<file path="src/rtl/skinny_round_ctrl.sv">
// Round-sequencing controller for an unrolled SKINNY-128-384 datapath (numrnd rounds/cycle).
// Optional abort port enabled by defining SKINNY_CTRL_ABORT_EN.
module skinny_round_ctrl #(
  parameter int numrnd = 4,
  parameter int totrnd = 40
) (
  input  logic                  clk,
  input  logic                  rst_n,
  input  logic                  start_i,
  output logic                  in_ready_o,
  input  logic [127:0]          state_i,
  input  logic [127:0]          key_i,
  input  logic [127:0]          tweak_i,
  input  logic [127:0]          cnt_i,
`ifdef SKINNY_CTRL_ABORT_EN
  input  logic                  abort_i,
`endif
  output logic [127:0]          dp_state_o,
  output logic [127:0]          dp_key_o,
  output logic [127:0]          dp_tweak_o,
  output logic [127:0]          dp_cnt_o,
  output logic [6*numrnd-1:0]   dp_constant_o,
  input  logic [127:0]          dp_nextstate_i,
  input  logic [127:0]          dp_nextkey_i,
  input  logic [127:0]          dp_nexttweak_i,
  input  logic [127:0]          dp_nextcnt_i,
  output logic                  out_valid_o,
  input  logic                  out_ready_i,
  output logic [127:0]          state_o
);

  localparam int NSTEP = totrnd / numrnd;
  localparam int CW    = $clog2(NSTEP) + 1;

  typedef enum logic [1:0] {IDLE, RUN, DONE} st_e;

  st_e               st_q, st_d;
  logic [127:0]      state_q, state_d, key_q, key_d, tweak_q, tweak_d, cnt_q, cnt_d;
  logic [5:0]        rc_q, rc_d;
  logic [CW-1:0]     rnd_q, rnd_d;
  logic [numrnd:0][5:0] rc_chain;
  logic              accept;

  // Constant for round i of this cycle is the LFSR register advanced i+1 steps.
  assign rc_chain[0] = rc_q;
  for (genvar i = 0; i < numrnd; i++) begin : g_rc
    assign rc_chain[i+1] = {rc_chain[i][4:0], rc_chain[i][5] ^ rc_chain[i][4] ^ 1'b1};
    assign dp_constant_o[6*i +: 6] = rc_chain[i+1];
  end

`ifdef SKINNY_CTRL_ABORT_EN
  assign in_ready_o = (st_q == IDLE) | ((st_q == DONE) & out_ready_i & ~abort_i);
`else
  assign in_ready_o = (st_q == IDLE) | ((st_q == DONE) & out_ready_i);
`endif
  assign accept = start_i & in_ready_o;

  always_comb begin
    st_d    = st_q;
    state_d = state_q;
    key_d   = key_q;
    tweak_d = tweak_q;
    cnt_d   = cnt_q;
    rc_d    = rc_q;
    rnd_d   = rnd_q;
    unique case (st_q)
      RUN: begin
        state_d = dp_nextstate_i;
        key_d   = dp_nextkey_i;
        tweak_d = dp_nexttweak_i;
        cnt_d   = dp_nextcnt_i;
        rc_d    = rc_chain[numrnd];
        rnd_d   = rnd_q + CW'(1);
        if (rnd_q == CW'(NSTEP - 1)) st_d = DONE;
      end
      DONE: if (out_ready_i) st_d = IDLE;
      default: ;
    endcase
    // Accept in DONE overrides the return to IDLE: back-to-back blocks, no bubble.
    if (accept) begin
      st_d    = RUN;
      state_d = state_i;
      key_d   = key_i;
      tweak_d = tweak_i;
      cnt_d   = cnt_i;
      rc_d    = 6'h00;
      rnd_d   = '0;
    end
`ifdef SKINNY_CTRL_ABORT_EN
    if (abort_i && st_q != IDLE) begin
      st_d    = IDLE;
      state_d = '0;
      key_d   = '0;
      tweak_d = '0;
      cnt_d   = '0;
      rc_d    = 6'h00;
      rnd_d   = '0;
    end
`endif
  end

  always_ff @(posedge clk or negedge rst_n) begin
    if (!rst_n) begin
      st_q    <= IDLE;
      state_q <= '0;
      key_q   <= '0;
      tweak_q <= '0;
      cnt_q   <= '0;
      rc_q    <= 6'h00;
      rnd_q   <= '0;
    end else begin
      st_q    <= st_d;
      state_q <= state_d;
      key_q   <= key_d;
      tweak_q <= tweak_d;
      cnt_q   <= cnt_d;
      rc_q    <= rc_d;
      rnd_q   <= rnd_d;
    end
  end

  assign dp_state_o  = state_q;
  assign dp_key_o    = key_q;
  assign dp_tweak_o  = tweak_q;
  assign dp_cnt_o    = cnt_q;
  assign state_o     = state_q;
  assign out_valid_o = (st_q == DONE);

endmodule

</file>
<file path="config.mk">
export PLATFORM = sky130hd
export DESIGN_NAME = skinny_round_ctrl
export DESIGN_NICKNAME = d
export VERILOG_FILES = /design/src/rtl/skinny_round_ctrl.sv
export SDC_FILE = /design/constraint.sdc
export NUM_CORES = 1
export LEC_CHECK = 0
export BUFFER_PORTS_ARGS = -buffer_cell sky130_fd_sc_hd__buf_4
export CAP_MARGIN = 15
export CORE_AREA = 2 2 661 663
export CTS_BUF_LIST = sky130_fd_sc_hd__clkbuf_8
export CTS_CLUSTER_SIZE = 20
export DETAILED_ROUTE_END_ITERATION = 8
export DIE_AREA = 0 0 663 665
export PLACE_DENSITY = 0.31
export REMOVE_ABC_BUFFERS = 1
export SKIP_CTS_REPAIR_TIMING = 1
export SYNTH_ARGS = -nofsm -noshare
export SYNTH_HDL_FRONTEND = slang
export SYNTH_SLANG_ARGS = --single-unit
</file>
<file path="constraint.sdc">
create_clock -name clk -period 1.9 [get_ports clk]
set_input_delay 0.38 -clock clk [delete_from_list [all_inputs] [get_ports clk]]
set_output_delay 0.38 -clock clk [all_outputs]
set_load 0.05 [all_outputs]
</file>
==> key figures <==
Worst setup path
  • Crit Path Class: register to output pin
  • Critical path capture point type: output pin
  • Crit-path max FO: 7
  • Worst EP required: 1.52 ns
  • Data arrival time of the critical path: 2.31 ns
  • Crit start category: register

GRT
  • GR Util met1: 0.138
  • Vias in the first global route: 30300
  • Pin count of the biggest net entering global routing: 70
  • Remaining global-route overflow: 0
  • Initial antenna violation count: 313
  • GRT met3 Usage: 0.0914
  • Grt met2 use: 0.229
  • Most Used Layer, Global Route: met2
  • First-pass GRT wire length: 380000 µm
  • GRT Util Overall: 0.135

Timing
  • Setup ws final: -0.787 ns
  • Pins over their slew limit: 0
  • Fmax: 0.372 GHz
  • Unrepaired setup endpoints after global routing: yes
  • Final setup fails: 992
  • Minimum clock period: 2.69 ns
  • Final worst-path cycle share: 1.41
  • Max Clock Skew: 0.0871 ns
  • Hold Fails Final Rpt: 0
  • Slew HR: 0.592
  • Setup TNS: -99.18 ns
  • Worst slew pin tran: 0.613 ns

Floorplanning
  • Die Wd: 663 µm
  • Num ports: 1694
  • Die Footprint: 0.441 mm²
  • Initial Utilization: 0.0602
  • Row count: 242
  • Die Y: 665 µm
  • Core footprint: 0.433 mm²

Route
  • Routed Antenna Nets: 0
  • WL final: 319000 µm
  • First DRT Iteration DRCs: 1650
  • Via density: 2.98
  • DRT Pass-1 Iters: 6
  • Vias: 33300
  • Routed length per instance: 28.5 µm
  • # DRC: 0

Clock tree
  • TritonCTS clock tree: built
  • Clk sinks: 525
  • Clock Tree Root: clkbuf_8
  • TritonCTS Buffers: 119
  • Depth of the CTS H-tree: 3
  • Clk Latency, worst-skew pair: 0.99 ns
  • Longest Clk Path Bufs: 4
  • CTS clk-pin slew, worst paths: 0.06 ns

Hold path
  • Hold Crit Class: input port to register

Placed design
  • Buffers on Ports: 1693
  • DP Cell Count: 9772
  • Dpl hpwl: 276000 µm
  • Placer Congestion: 0.899

Pwr
  • VDD IR-drop max: 1160 µV
  • Leakage: 26.0 nW
  • P per Cell Area: 1870 mW/mm²

Cells and area
  • Share of layout cells above drive strength 1: 0.438
  • Area delta synth->final: 143%
  • Final std cells w/o fill: 11200
  • Fillers: 49100
  • Nets: 6288

Outcome
  • Status: complete, but fails checks
  • Violated checks: negative setup slack

Yosys
  • Sequential-to-total area share from yosys stat: 0.504
  • FF+latch count, synth: 525
  • Syn Area/Cell: 10.5 µm²
  • Ys Warns: 0
  • Gate Count Post-Synth: 2489
  • Post-synth cell types: 27
  • Netlist area before placement: 0.0261 mm²

Flow run
  • Max-capacitance violation count: 0
power breakdown:
part	leakage (nW)	switching, mW	internal (mW)
sequential	6.26	7.06	17.2
clock	1.45	6.61	8.11
combinational	18.3	50.9	29.0
total	26.0	64.5	54.3
sequential cells by signal (all words and copies together) (netlist names):
signal,cells
rc_q,6
dp_cnt_o,128
dp_key_o,128
rnd_q,5
dp_state_o,128
dp_tweak_o,128
st_q,2
cell families after synthesis:
logic type	count (synthesis)	share of synthesized area
AOI/OAI and AO/OA	520	0.101
xor gates and xnor gates	8	0.00269
adders and majority gates	6	0.00288
buffers and inverters	383	0.0899
DFF	525	0.504
muxes	518	0.199
and+or+nand+nor	529	0.101
worst max-delay path, cell delays in order (launching register included):
cell and delay [ns]:
dfrtp_1 0.37, inv_2 0.08, ha_4 0.17, a21o_4 0.24, buf_16 0.15, buf_12 0.14
buf_12 0.14
cells in the final DEF (no fill, tap or decap), drive strengths merged, types with 2 or more instances in the layout:
master,instances
clkbuf,176
diode,109
bufinv,5
buf,1976
nand3,512
xnor2,5
clkinvlp,2
o211ai,2
mux2i,518
nand4,2
dlygate4sd3,1029
o21ai,512
ha,6
clkinv,15
dfrtp,525
nor2,11
xor2,3
inv,37
area by class of cell:
class	count	area [µm²]	area share
Antenna cell	109	273	0.00430
Timing Repair Buffer	3022	29200	0.461
Inverter	5	18.8	0.000296
Clock inverter	54	393	0.00619
Multi-Input combinational cell	1581	10900	0.171
Clock buffer	159	2190	0.0345
Sequential cell	525	13300	0.210
Tap cell	5734	7170	0.113
through the flow:
stage               area, µm²  hold WS (ns)  worst slack [ns]   util  total power, mW
finish                  63400         0.133            -0.787  0.146              119
detailed placement      46200         0.389            -0.208  0.107             93.4
global route            63300        0.0444            -0.945  0.146              125
CTS                     48800        -0.830             -1.13  0.113              109
floorplan               23800        0.0844            -17.47      -             31.8
global placement        46200         0.389            -0.234  0.107             93.2
routing by layer:
metal,share of wire,wire length [µm]
met5,0.0032,1020
met4,0.035,11000
met3,0.11,34300
met2,0.46,148000
met1,0.39,125000
path summary, 6_finish.rpt:
check	start	to	slack, ns	depth (start not counted)
max in group asynchronous	rst_n	dp_state_o[58]	0.91	3
min reg2reg	dp_cnt_o[59]	dp_cnt_o[59]	0.55	2
max	st_q[0]	in_ready_o	-0.79	6
max reg2reg	st_q[1]	dp_state_o[37]	-0.23	8
min in group asynchronous	rst_n	dp_tweak_o[94]	0.30	3
min	out_ready_i	dp_state_o[86]	0.13	5
cell usage after synthesis (all sizes together):
cell | number | area share
a21o | 1 | 0.00029
ha | 6 | 0.0029
nand2b | 1 | 0.00024
nand2 | 1 | 0.00014
clkbuf | 88 | 0.013
o21ai | 512 | 0.098
dfrtp | 525 | 0.50
xor2 | 3 | 0.0010
a211oi | 1 | 0.00029
o221ai | 1 | 0.00034
a21oi | 1 | 0.00019
a22o | 1 | 0.00034
o211ai | 2 | 0.00058
nand4 | 2 | 0.00048
nand3 | 512 | 0.098
xnor2 | 5 | 0.0017
and2 | 1 | 0.00024
buf | 290 | 0.077
nor2 | 11 | 0.0016
nor4bb | 1 | 0.00038
mux2i | 518 | 0.20
inv | 5 | 0.00072
a221o | 1 | 0.00038
No activity file was read; power rests on OpenSTA's default activity.
